File: config.mk
export PLATFORM = sky130hd
export DESIGN_NAME = imm_ext_pipe
export DESIGN_NICKNAME = d
export VERILOG_FILES = /design/src/rtl/imm_ext_pkg.sv /design/src/rtl/imm_ext_skid.sv /design/src/rtl/imm_ext_pipe.sv
export SDC_FILE = /design/constraint.sdc
export NUM_CORES = 1
export LEC_CHECK = 0
export CAP_MARGIN = 40
export CORE_UTILIZATION = 45
export DETAILED_ROUTE_END_ITERATION = 10
export DONT_BUFFER_PORTS = 1
export PLACE_DENSITY = 0.65
export SLEW_MARGIN = 20
export SYNTH_ARGS = -nofsm -noshare
export SYNTH_HDL_FRONTEND = slang
export SYNTH_SLANG_ARGS = --single-unit
File: constraint.sdc
create_clock -name clk -period 1.66 [get_ports clk]
set_input_delay 0.166 -clock clk [delete_from_list [all_inputs] [get_ports clk]]
set_output_delay 0.166 -clock clk [all_outputs]
set_load 0.005 [all_outputs]
File: src/rtl/imm_ext_pkg.sv
// rtl/imm_ext_pkg.sv - shared types and constants for the immediate-extension pipe
package imm_ext_pkg;

   // Operand format selected by in_mode; every encoding is defined
   typedef enum logic [1:0] {
      SEXT     = 2'd0,
      ZEXT     = 2'd1,
      SEXT_SHL = 2'd2,
      UPPER    = 2'd3
   } imm_mode_e;

   // Occupancy of the two-entry output buffer
   typedef enum logic [1:0] {
      EMPTY = 2'd0,
      BUSY  = 2'd1,
      FULL  = 2'd2
   } buf_state_e;

   // Width of each per-mode accept counter
   localparam int STAT_W = 16;

endpackage

File: src/rtl/imm_ext_skid.sv
// rtl/imm_ext_skid.sv - generic two-entry skid buffer with registered in_ready
module imm_ext_skid
   import imm_ext_pkg::*;
#(
   parameter int W = 8
) (
   input  logic         clk,
   input  logic         rst_n,
   input  logic         in_valid,
   output logic         in_ready,
   input  logic [W-1:0] in_data,
   output logic         out_valid,
   input  logic         out_ready,
   output logic [W-1:0] out_data
);

   buf_state_e   state;
   buf_state_e   state_nxt;
   logic [W-1:0] main_q;
   logic [W-1:0] skid_q;
   logic         accept;
   logic         drain;
   logic         load_main;
   logic         load_skid;
   logic         main_from_skid;

   assign accept    = in_valid & in_ready;
   assign drain     = out_valid & out_ready;
   assign out_valid = (state != EMPTY);
   assign out_data  = main_q;

   // State register; in_ready is precomputed so it never sees out_ready combinationally
   always_ff @(posedge clk or negedge rst_n) begin
      if (!rst_n) begin
         state    <= EMPTY;
         in_ready <= 1'b1;
      end else begin
         state    <= state_nxt;
         in_ready <= (state_nxt != FULL);
      end
   end

   // Next-state and register-load decode
   always_comb begin
      state_nxt      = state;
      load_main      = 1'b0;
      load_skid      = 1'b0;
      main_from_skid = 1'b0;
      case (state)
         EMPTY: begin
            if (accept) begin
               state_nxt = BUSY;
               load_main = 1'b1;
            end
         end
         BUSY: begin
            if (accept && drain) begin
               load_main = 1'b1;
            end else if (accept) begin
               state_nxt = FULL;
               load_skid = 1'b1;
            end else if (drain) begin
               state_nxt = EMPTY;
            end
         end
         FULL: begin
            if (drain) begin
               state_nxt      = BUSY;
               main_from_skid = 1'b1;
            end
         end
         default: state_nxt = EMPTY;
      endcase
   end

   // Data registers: main feeds the output, skid catches the entry that arrived under stall
   always_ff @(posedge clk or negedge rst_n) begin
      if (!rst_n) begin
         main_q <= '0;
         skid_q <= '0;
      end else begin
         if (load_main) begin
            main_q <= in_data;
         end else if (main_from_skid) begin
            main_q <= skid_q;
         end
         if (load_skid) begin
            skid_q <= in_data;
         end
      end
   end

endmodule

File: src/rtl/imm_ext_pipe.sv
// rtl/imm_ext_pipe.sv - pipelined immediate extension with skid-buffered output (option: IMM_EXT_STATS_EN)
module imm_ext_pipe
   import imm_ext_pkg::*;
#(
   parameter int IN_W  = 18,
   parameter int OUT_W = 32,
   parameter int SHIFT = 2
) (
   input  logic                   clk,
   input  logic                   rst_n,
   input  logic                   in_valid,
   output logic                   in_ready,
   input  logic [IN_W-1:0]        in_imm,
   input  logic [1:0]             in_mode,
   output logic                   out_valid,
   input  logic                   out_ready,
   output logic [OUT_W-1:0]       out_imm,
`ifdef IMM_EXT_STATS_EN
   output logic [3:0][STAT_W-1:0] stat_cnt,
`endif
   output logic [1:0]             out_mode
);

   // The shifted sign-extended form must fit without losing its top bits
   if (OUT_W <= IN_W + SHIFT) begin : g_bad_params
      $error("imm_ext_pipe: OUT_W must exceed IN_W + SHIFT");
   end

   logic [OUT_W-1:0]   sext;
   logic [OUT_W-1:0]   zext;
   logic [OUT_W-1:0]   upper;
   logic [OUT_W-1:0]   ext;
   logic [OUT_W+1:0]   buf_out;

   assign sext  = {{(OUT_W-IN_W){in_imm[IN_W-1]}}, in_imm};
   assign zext  = {{(OUT_W-IN_W){1'b0}}, in_imm};
   assign upper = {in_imm, {(OUT_W-IN_W){1'b0}}};

   // Format mux on the input side so the buffer only stores finished operands
   always_comb begin
      ext = sext;
      case (imm_mode_e'(in_mode))
         SEXT:     ext = sext;
         ZEXT:     ext = zext;
         SEXT_SHL: ext = sext << SHIFT;
         UPPER:    ext = upper;
         default:  ext = sext;
      endcase
   end

   imm_ext_skid #(
      .W (OUT_W + 2)
   ) u_skid (
      .clk       (clk),
      .rst_n     (rst_n),
      .in_valid  (in_valid),
      .in_ready  (in_ready),
      .in_data   ({in_mode, ext}),
      .out_valid (out_valid),
      .out_ready (out_ready),
      .out_data  (buf_out)
   );

   assign out_imm  = buf_out[OUT_W-1:0];
   assign out_mode = buf_out[OUT_W+1:OUT_W];

`ifdef IMM_EXT_STATS_EN
   // Per-mode accept counters, saturating at all-ones
   always_ff @(posedge clk or negedge rst_n) begin
      if (!rst_n) begin
         stat_cnt <= '0;
      end else if (in_valid && in_ready) begin
         for (int i = 0; i < 4; i++) begin
            if (in_mode == 2'(i) && stat_cnt[i] != {STAT_W{1'b1}}) begin
               stat_cnt[i] <= stat_cnt[i] + STAT_W'(1);
            end
         end
      end
   end
`endif

endmodule
==> qor.txt, run 1 <==
Fin Hold WS = -0.506 ns
Clk_lat worst skew = 0.36 ns
Number of enable flip-flop cells after synthesis = 0
Worst setup margin = 0.103 ns
Pwr Density = 1710 nW/um2
Largest net degree at the start of global routing = 72
CTS buffer count = 9
Num Clock Sinks = 71
Synth top cells by count = dfrtp_1, a21oi_1, mux2i_1, mux2_2, a221o_1
CP max-delay cell = and3b_4
Critical Path Start = u_skid.state[0]$_DFF_PN0_
Final layout net count = 315
DR iter-0 viols = 156
WS Path Type = reg -> reg
Max Cap Viol = 0
CTS tree = built
Peak VDD IR = 0.000678 V
Synthesized flop and latch total = 71
Violated checks = hold timing
Post-CTS Hold Fix Bufs = 3
Count of cell types in the netlist = 32
Max Transition Viols Final = 0
Global-route wire length before repair = 12800 um
Root Driver = clkbuf_8
Top_reg_cell synth = dfrtp_1
Slew margin rel. = 70.2%
Synth Cell Area = 3330 um2
WL/cell = 20.2 um
Gr usage total = 22.4%
R2R Path Start = u_skid.state[0]$_DFF_PN0_
CP Cell Sequence = and3b_4, a21oi_4, a221o_1
First-pass detailed-route iteration total = 4
Die area = 7740 um2
CP Launch Type = flip-flop
Core Box Area = 6980 um2
Antenna Cells = 0
Vias per cell = 5.82
Pleak = 1.74 nW
DIE WIDTH = 88 um
Postcts setup bufs = 0
Clk_skew = 0.0110 ns
Clk slew on worst S/H paths = 0.08 ns
Antenna violations before repair = 0
DP Area = 3450 um2
R2R depth = 3
Overall routed net length = 7920 um
Most common cell in the netlist = dfrtp_1
Final setup vio count = 0
Synthesized netlist cell count = 284
Hold Vio Cnt, Final = 71
Status = complete, but fails checks
Final period utilization = 93.8%
Vias in the first global route = 2431
Top cells by area, synth = dfrtp_1, mux2i_1, a21oi_1
Max Clk Rate = 0.642 GHz
Starting Density = 47.7%
Worst path max stage delay = 0.50 ns
Place WS = 0.117 ns
H-tree Lvls = 3
Worst hold path type = in -> async
Share of layout cells above drive strength 1 = 18.2%
Avg Synthesized Cell Area = 11.7 um2
Global route overflow = 0
Crit. End Element = flip-flop
Yosys Warn Count = 0
Leading area contributor after synthesis = dfrtp_1
Rows = 30
Top cell type's share of synthesized area = 52.6%
R2R Setup Slk = 0.10 ns
Required @ worst endpoint = 1.90 ns
Final min period = 1.56 ns
Placer Congestion = 0.747
Io pins = 60
Clock Path Buffers = 2
Via count = 2281
PortBufs = 0
Die height = 88 um
Register area share after synthesis = 53.4%
CP arrival = 1.79 ns
Async SR Flop Fraction = 100%
Layout area overhead = 11.3%
Post-route ant nets = 0
Maximum fanout along the worst path = 20
Reg2Reg Capture Point = u_skid.out_data[14]$_DFFE_PN0P_
RSZ-0062 raised after global routing = no
Worst-margin pin slew = 0.447 ns
Detailed Place HPWL = 5150 um
Post-Syn Nets = 308
DRC Markers = 0
Design Area, Final = 3700 um2
-- registers in the layout, summed over array words and instances, names as in the netlist --
name	count
u_skid.in_ready	1
u_skid.state	2
u_skid.out_data	34
u_skid.skid_q	34
-- how the worst max path moves through the flow --
stage | to | slack (ns)
final | u_skid.out_data[14]$_DFFE_PN0P_ | 0.10
after global routing | u_skid.out_data[14]$_DFFE_PN0P_ | 0.02
after CTS | u_skid.out_data[14]$_DFFE_PN0P_ | 0.10
after detailed placement | u_skid.out_data[14]$_DFFE_PN0P_ | 0.12
after global placement | u_skid.out_data[8]$_DFFE_PN0P_ | -0.06
after floorplan | u_skid.skid_q[0]$_DFFE_PN0P_ | 0.16
-- repair_timing --
item | 4_1_cts | 5_1_grt
endpoints found under the setup margin | 0 | 2
hold endpoints to repair | 75 | 71
resized for setup | 0 | 1
-- critical path: cells and delay by family (launching register included) --
family           cells  cell delay, ns
AO/OA/AOI/OAI        2            0.52
flip-flops           1            0.42
AND/OR/NAND/NOR      1            0.50
-- routing by layer --
layer	GRT usage, %	vias up	share of wire [%]
li1	-	1053	-
met1	29.2	1134	44
met2	32.9	79	45
met3	7.63	15	9.4
met4	11.9	0	2.0
met5	0	-	0
-- area by class of cell --
| cell class | count | area (um2) |
|---|---|---|
| clock buffer | 12 | 155 |
| clock inverter | 4 | 52.6 |
| fill | 647 | 3280 |
| inverter | 8 | 30.0 |
| multi-input combinational | 182 | 1380 |
| sequential | 71 | 1780 |
| tap | 96 | 120 |
| timing repair buffer | 19 | 188 |
-- stage by stage --
| step | util, % | TNS (ns) | std cells | power [W] |
|---|---|---|---|---|
| floorplan | - | 0 | 284 | 0.00438 |
| global placement | 49.3 | -0.627 | 370 | 0.00480 |
| detailed placement | 49.4 | 0 | 371 | 0.00490 |
| CTS | 52.8 | 0 | 390 | 0.00635 |
| global route | 53.0 | 0 | 392 | 0.00672 |
| finish | 53.0 | 0 | 392 | 0.00632 |
-- cell families (layout without fill, tap and decap cells) --
logic type | count (synthesis) | after routing | share of synthesized area [%]
AND/OR/NAND/NOR | 39 | 39 | 6.69
buffers and inverters | 31 | 43 | 5.26
flip-flops | 71 | 71 | 53.4
XOR/XNOR | 1 | 1 | 0.263
multiplexers | 52 | 52 | 16.3
AO/OA/AOI/OAI | 90 | 90 | 18.1
-- power breakdown --
group / switching, W / leakage (nW) / internal, W
Clock: 0.000666 / 0.107 / 0.000782
Combinational: 0.000844 / 0.762 / 0.000919
Sequential: 0.000553 / 0.867 / 0.00255
-- placed cells by master (no fill, tap or decap), types with 4 or more instances in the layout --
| master | n |
|---|---|
| a221o_1 | 14 |
| o21ai_0 | 6 |
| a22o_1 | 7 |
| and2_1 | 9 |
| mux2i_1 | 35 |
| and2_0 | 4 |
| nand2_1 | 8 |
| a21oi_1 | 46 |
| o221ai_1 | 5 |
| nor2b_1 | 5 |
| a22oi_1 | 4 |
| dfrtp_1 | 70 |
| inv_1 | 8 |
| buf_4 | 11 |
| clkbuf_8 | 11 |
| o31ai_1 | 4 |
| mux2_2 | 17 |
Note: power is estimated with default switching activity, not from simulation.
==> run 2, diff against run 1 <==
CAP_MARGIN = default   (was 40)
REMOVE_ABC_BUFFERS = 1   (was default)
==> qor.txt, run 2 (synthesis gave the netlist of run 1 again) <==
Die area = 7740 um2 (unchanged)
Vias per cell = 5.74 (-1.3%)
Most common cell after layout, fill and taps aside = dfrtp_1
Placer Congestion = 0.767 (+2.8%)
Fin Hold WS = -0.492 ns (+0.0140 ns)
Worst hold path type = in -> async
Design Area, Final = 3700 um2 (about the same)
Hold Vio Cnt, Final = 71 (unchanged)
WS Path Type = reg -> reg
Dpl cells = 372 (+0.27%)
DIE WIDTH = 88 um (unchanged)
Root Driver = clkbuf_8
Max Cap Viol = 0 (unchanged)
PortBufs = 0 (unchanged)
Pwr Density = 1730 nW/um2 (+1.5%)
Worst setup margin = 0.0893 ns (-0.0141 ns)
Antenna violations before repair = 0 (unchanged)
R2R Path Start = u_skid.state[0]$_DFF_PN0_
Max Clk Rate = 0.637 GHz (-0.90%)
Final layout net count = 314 (-0.32%)
Die height = 88 um (unchanged)
First-pass detailed-route iteration total = 4 (unchanged)
Antenna Cells = 0 (unchanged)
Clock Path Buffers = 2 (unchanged)
R2R Setup Slk = 0.09 ns (about the same)
Vias in the first global route = 2234 (-8.1%)
WL/cell = 19.8 um (-1.9%)
Largest net degree at the start of global routing = 72 (unchanged)
Gr usage total = 22.0% (-0.36 points)
Clk_lat worst skew = 0.35 ns (about the same)
Crit. End Element = flip-flop
Pleak = 1.73 nW (about the same)
Core Box Area = 6980 um2 (unchanged)
CP arrival = 1.80 ns (about the same)
Total Neg Setup Slack = 0 ns (unchanged)
Reg2Reg Capture Point = u_skid.out_data[15]$_DFFE_PN0P_
Clk_skew = 0.00528 ns (-0.00568 ns)
Post-route insts no fill = 391 (-0.26%)
Io pins = 60 (unchanged)
DP Area = 3440 um2 (-0.15%)
Post-route ant nets = 0 (unchanged)
CP Launch Type = flip-flop
Layout area overhead = 11.3% (about the same)
DR iter-0 viols = 265 (+70%)
Overall Power = 0.00641 W (+1.5%)
Final setup vio count = 0 (unchanged)
Maximum fanout along the worst path = 20 (unchanged)
Rows = 30 (unchanged)
Global-route wire length before repair = 12400 um (-3.2%)
Required @ worst endpoint = 1.89 ns (about the same)
Fillcell total = 629 (-2.8%)
Post-cts resize count = 0 (unchanged)
Status = complete, but fails checks
Overall routed net length = 7750 um (-2.2%)
Peak VDD IR = 0.000769 V (+14%)
Commonest non-fill, non-tap cells in the layout = dfrtp_1, a21oi_1, mux2i_1
Share of layout cells above drive strength 1 = 18.0% (-0.28 points)
Final period utilization = 94.6% (+0.85 points)
Global route overflow = 0 (unchanged)
Starting Density = 47.7% (unchanged)
DRC Markers = 0 (unchanged)
Max Transition Viols Final = 0 (unchanged)
Final min period = 1.57 ns (+0.0141 ns)
CTS buffer count = 9 (unchanged)
Num Clock Sinks = 71 (unchanged)
H-tree Lvls = 3 (unchanged)
Clk slew on worst S/H paths = 0.07 ns (about the same)
Violated checks = hold timing
CTS tree = built
Post-CTS Hold Fix Bufs = 3 (unchanged)
Worst-margin pin slew = 0.761 ns (+0.314 ns)
Slew margin rel. = 49.1% (-21 points)
Via count = 2245 (-1.6%)
R2R depth = 3 (unchanged)
Detailed Place HPWL = 5180 um (+0.47%)
Place WS = 0.120 ns (+0.00338 ns)
RSZ-0062 raised after global routing = no
run 2: repair_timing:
item | 4_1_cts | 5_1_grt
buffers inserted | 0 | 0
endpoints found under the hold margin | 75 | 71
endpoints found under the setup margin | 0 | 0
run 2: final cells by class:
type | instances | area, um2 | share of cell area (%)
tap | 96 | 120 | 3.24
multi-input combinational | 182 | 1380 | 37.2
timing repair buffer | 18 | 168 | 4.53
sequential | 71 | 1780 | 48.0
clock inverter | 5 | 80.1 | 2.16
clock buffer | 11 | 151 | 4.09
inverter | 8 | 30.0 | 0.811
run 2: how the worst max path moves through the flow:
stage                                    startpoint                              end  slack, ns
after global placement    u_skid.state[0]$_DFF_PN0_     u_skid.skid_q[8]$_DFFE_PN0P_       0.16
after detailed placement  u_skid.state[0]$_DFF_PN0_  u_skid.out_data[15]$_DFFE_PN0P_       0.12
after floorplan           u_skid.in_ready$_DFF_PN1_    u_skid.skid_q[32]$_DFFE_PN0P_      -0.86
after global routing      u_skid.state[0]$_DFF_PN0_  u_skid.out_data[15]$_DFFE_PN0P_       0.05
after CTS                 u_skid.state[0]$_DFF_PN0_  u_skid.out_data[15]$_DFFE_PN0P_       0.11
final                     u_skid.state[0]$_DFF_PN0_  u_skid.out_data[15]$_DFFE_PN0P_       0.09
run 2: critical path, stage by stage (launching register included):
cell and delay, ns:
dfrtp_1 0.43, and3b_4 0.50, a21oi_4 0.13, a221o_1 0.39
run 2: layer usage:
metal / vias up / global-route usage (%) / part of all wire [%]
li1: 1052 / - / -
met4: 0 / 12.7 / 2.5
met3: 19 / 6.60 / 6.5
met2: 72 / 31.1 / 46
met5: - / 0 / 0
met1: 1102 / 30.0 / 45
run 2: metrics by stage:
stage | util (%) | hold WS [ns]
CTS | 53.1 | -0.518
detailed placement | 49.3 | -0.127
global route | 53.1 | -0.515
global placement | 49.3 | -0.127
finish | 53.1 | -0.492
floorplan | - | -0.130
run 2: report_power, final:
group | total [W] | internal, W | switching (W)
registers | 0.00309 | 0.00255 | 0.000539
logic | 0.00174 | 0.000897 | 0.000847
clock network | 0.00158 | 0.000925 | 0.000652
==> run 3, diff against run 2 <==
SETUP_SLACK_MARGIN = 0.2   (was default)
==> qor.txt, run 3 (synthesis gave the netlist of run 1 again) <==
Status = complete, but fails checks
Violated checks = hold timing
Post-route insts no fill = 402 (+2.8%)
Peak VDD IR = 0.000785 V (+2.0%)
H-tree Lvls = 3 (unchanged)
Clock Path Buffers = 2 (unchanged)
Global-route wire length before repair = 12700 um (+2.7%)
Num Clock Sinks = 71 (unchanged)
DRC Markers = 0 (unchanged)
Metal3 WL = 473 um (-6.7%)
Crit. End Element = flip-flop
Most common cell after layout, fill and taps aside = dfrtp_1
Max Cap Viol = 0 (unchanged)
CP max-delay cell = dfstp_2
WS Path Type = reg -> reg
Commonest non-fill, non-tap cells in the layout = dfrtp_1, a21oi_1, mux2i_1
Vias per cell = 5.80 (+1.1%)
CTS tree = built
Worst setup margin = 0.152 ns (+0.0626 ns)
Dpl cells = 372 (unchanged)
Root Driver = clkbuf_8
Post-route ant nets = 0 (unchanged)
Starting Density = 47.7% (unchanged)
Worst-margin pin slew = 0.780 ns (+0.0186 ns)
WL/cell = 20.7 um (+4.7%)
Antenna violations before repair = 0 (unchanged)
Final layout net count = 325 (+3.5%)
CP Launch Type = flip-flop
DP Area = 3440 um2 (unchanged)
Place WS = 0.120 ns (unchanged)
Required @ worst endpoint = 1.89 ns (about the same)
Clk_lat worst skew = 0.35 ns (about the same)
Hold Vio Cnt, Final = 71 (unchanged)
Slew margin rel. = 47.9% (-1.2 points)
Io pins = 60 (unchanged)
Final min period = 1.51 ns (-0.0626 ns)
Layout area overhead = 18.1%
RSZ-0062 raised after global routing = yes
Top Metal Used = met4
First-pass detailed-route iteration total = 4 (unchanged)
Worst path max stage delay = 0.56 ns (+0.06 ns)
Gr usage total = 22.6% (+0.62 points)
Maximum fanout along the worst path = 9 (-55%)
Core Box Area = 6980 um2 (unchanged)
CTS buffer count = 9 (unchanged)
Largest net degree at the start of global routing = 72 (unchanged)
Gate power share = 30.0% (+2.8 points)
Buffer and inverter count on the worst path = 1 (+1)
DR iter-0 viols = 223 (-16%)
Design Area, Final = 3930 um2 (+6.1%)
Antenna Cells = 0 (unchanged)
Rows = 30 (unchanged)
Placer Congestion = 0.767 (unchanged)
Worst hold path type = in -> async
Clk slew on worst S/H paths = 0.07 ns (about the same)
Fin Hold WS = -0.490 ns (+0.00117 ns)
Reg power frac = 46.5% (-1.7 points)
CP top delay family = flip-flops
Max Clk Rate = 0.663 GHz (+4.2%)
Switch Pwr = 0.00215 W (+5.7%)
Met2 wire len = 3920 um (+9.5%)
DIE WIDTH = 88 um (unchanged)
Max Transition Viols Final = 0 (unchanged)
Overall routed net length = 8340 um (+7.6%)
Pleak = 1.84 nW (+6.2%)
Overall Power = 0.00671 W (+4.6%)
Internal = 0.00455 W (+4.1%)
Vias in the first global route = 2271 (+1.7%)
Detailed Place HPWL = 5180 um (unchanged)
Final setup vio count = 0 (unchanged)
Final period utilization = 90.8% (-3.8 points)
Clk_skew = 0.00420 ns (-0.00108 ns)
CP arrival = 1.74 ns (-0.06 ns)
Die height = 88 um (unchanged)
M1 WL = 3780 um (+9.1%)
CP Cell Sequence = nand3b_1, nor2_4, buf_8, mux2_2
Clock power share = 23.5% (-1.1 points)
Via count = 2333 (+3.9%)
Fillcell total = 595 (-5.4%)
PortBufs = 0 (unchanged)
Pwr Density = 1710 nW/um2 (-1.4%)
Global route overflow = 0 (unchanged)
Switching part of the total = 32.1% (+0.32 points)
Die area = 7740 um2 (unchanged)
Share of layout cells above drive strength 1 = 26.1% (+8.2 points)
[run 3: changes by cell type in the layout (fill, tap and decap cells not counted), sizes merged]
cell    before  now
clkbuf      11   12
and3b        2    3
a21oi       47   48
buf         15   23
[run 3: through the flow]
stage                     hold WS [ns]  utilization [%]  TNS, ns
after floorplan                 -0.130                -   -31.81
after global placement          -0.127             49.3        0
after detailed placement        -0.127             49.3        0
after CTS                       -0.518             54.2        0
after global routing            -0.514             56.3        0
final                           -0.490             56.3        0
[run 3: worst paths after layout]
| path | start | end | slack, ns | cells past startpoint |
|---|---|---|---|---|
| hold / removal | rst_n | u_skid.skid_q[14]$_DFFE_PN0P_ | -0.49 | 0 |
| setup reg to reg | u_skid.in_ready$_DFF_PN1_ | u_skid.skid_q[0]$_DFFE_PN0P_ | 0.15 | 4 |
| setup / recovery | u_skid.in_ready$_DFF_PN1_ | u_skid.skid_q[0]$_DFFE_PN0P_ | 0.15 | 4 |
| min in group clk | in_imm[6] | u_skid.out_data[20]$_DFFE_PN0P_ | 0.03 | 2 |
| max in group asynchronous | rst_n | u_skid.in_ready$_DFF_PN1_ | 1.94 | 0 |
| hold reg to reg | u_skid.skid_q[12]$_DFFE_PN0P_ | u_skid.out_data[12]$_DFFE_PN0P_ | 0.48 | 2 |
[run 3: layout make-up]
class | instances | area (um2) | area share (%)
clock buffers | 11 | 151 | 3.85
multi-input cells | 184 | 1470 | 37.3
clock inverters | 5 | 80.1 | 2.04
repair buffers | 27 | 303 | 7.70
flip-flops and latches | 71 | 1780 | 45.3
well taps | 96 | 120 | 3.06
inverters | 8 | 30.0 | 0.764
[run 3: routing by layer]
metal | track usage (%) | vias to the layer above
met1 | 31.0 | 1178
met5 | 0 | -
met3 | 6.60 | 15
met4 | 11.9 | 0
met2 | 32.4 | 62
li1 | - | 1078
[run 3: worst register-to-register path, cell delays in order, from the launching register on]
cell and delay, ns:
dfstp_2 0.56, nand3b_1 0.16, nor2_4 0.17, buf_8 0.16, mux2_2 0.34
[run 3: power groups by stage]
stage               Clock [W]  Sequential [W]  Combinational, W
detailed placement          0         0.00313           0.00173
floorplan                   0         0.00296           0.00130
CTS                   0.00162         0.00311           0.00185
finish                0.00158         0.00312           0.00201
global placement            0         0.00311           0.00166
global route          0.00168         0.00323           0.00220
[run 3: repair_timing]
item	in CTS	in global routing
cloned	1	3
hold buffers	2	1
setup buffers	5	2
resized for setup	8	30
hold endpoints to repair	75	72
setup endpoints to repair	38	44
pin swaps	0	12
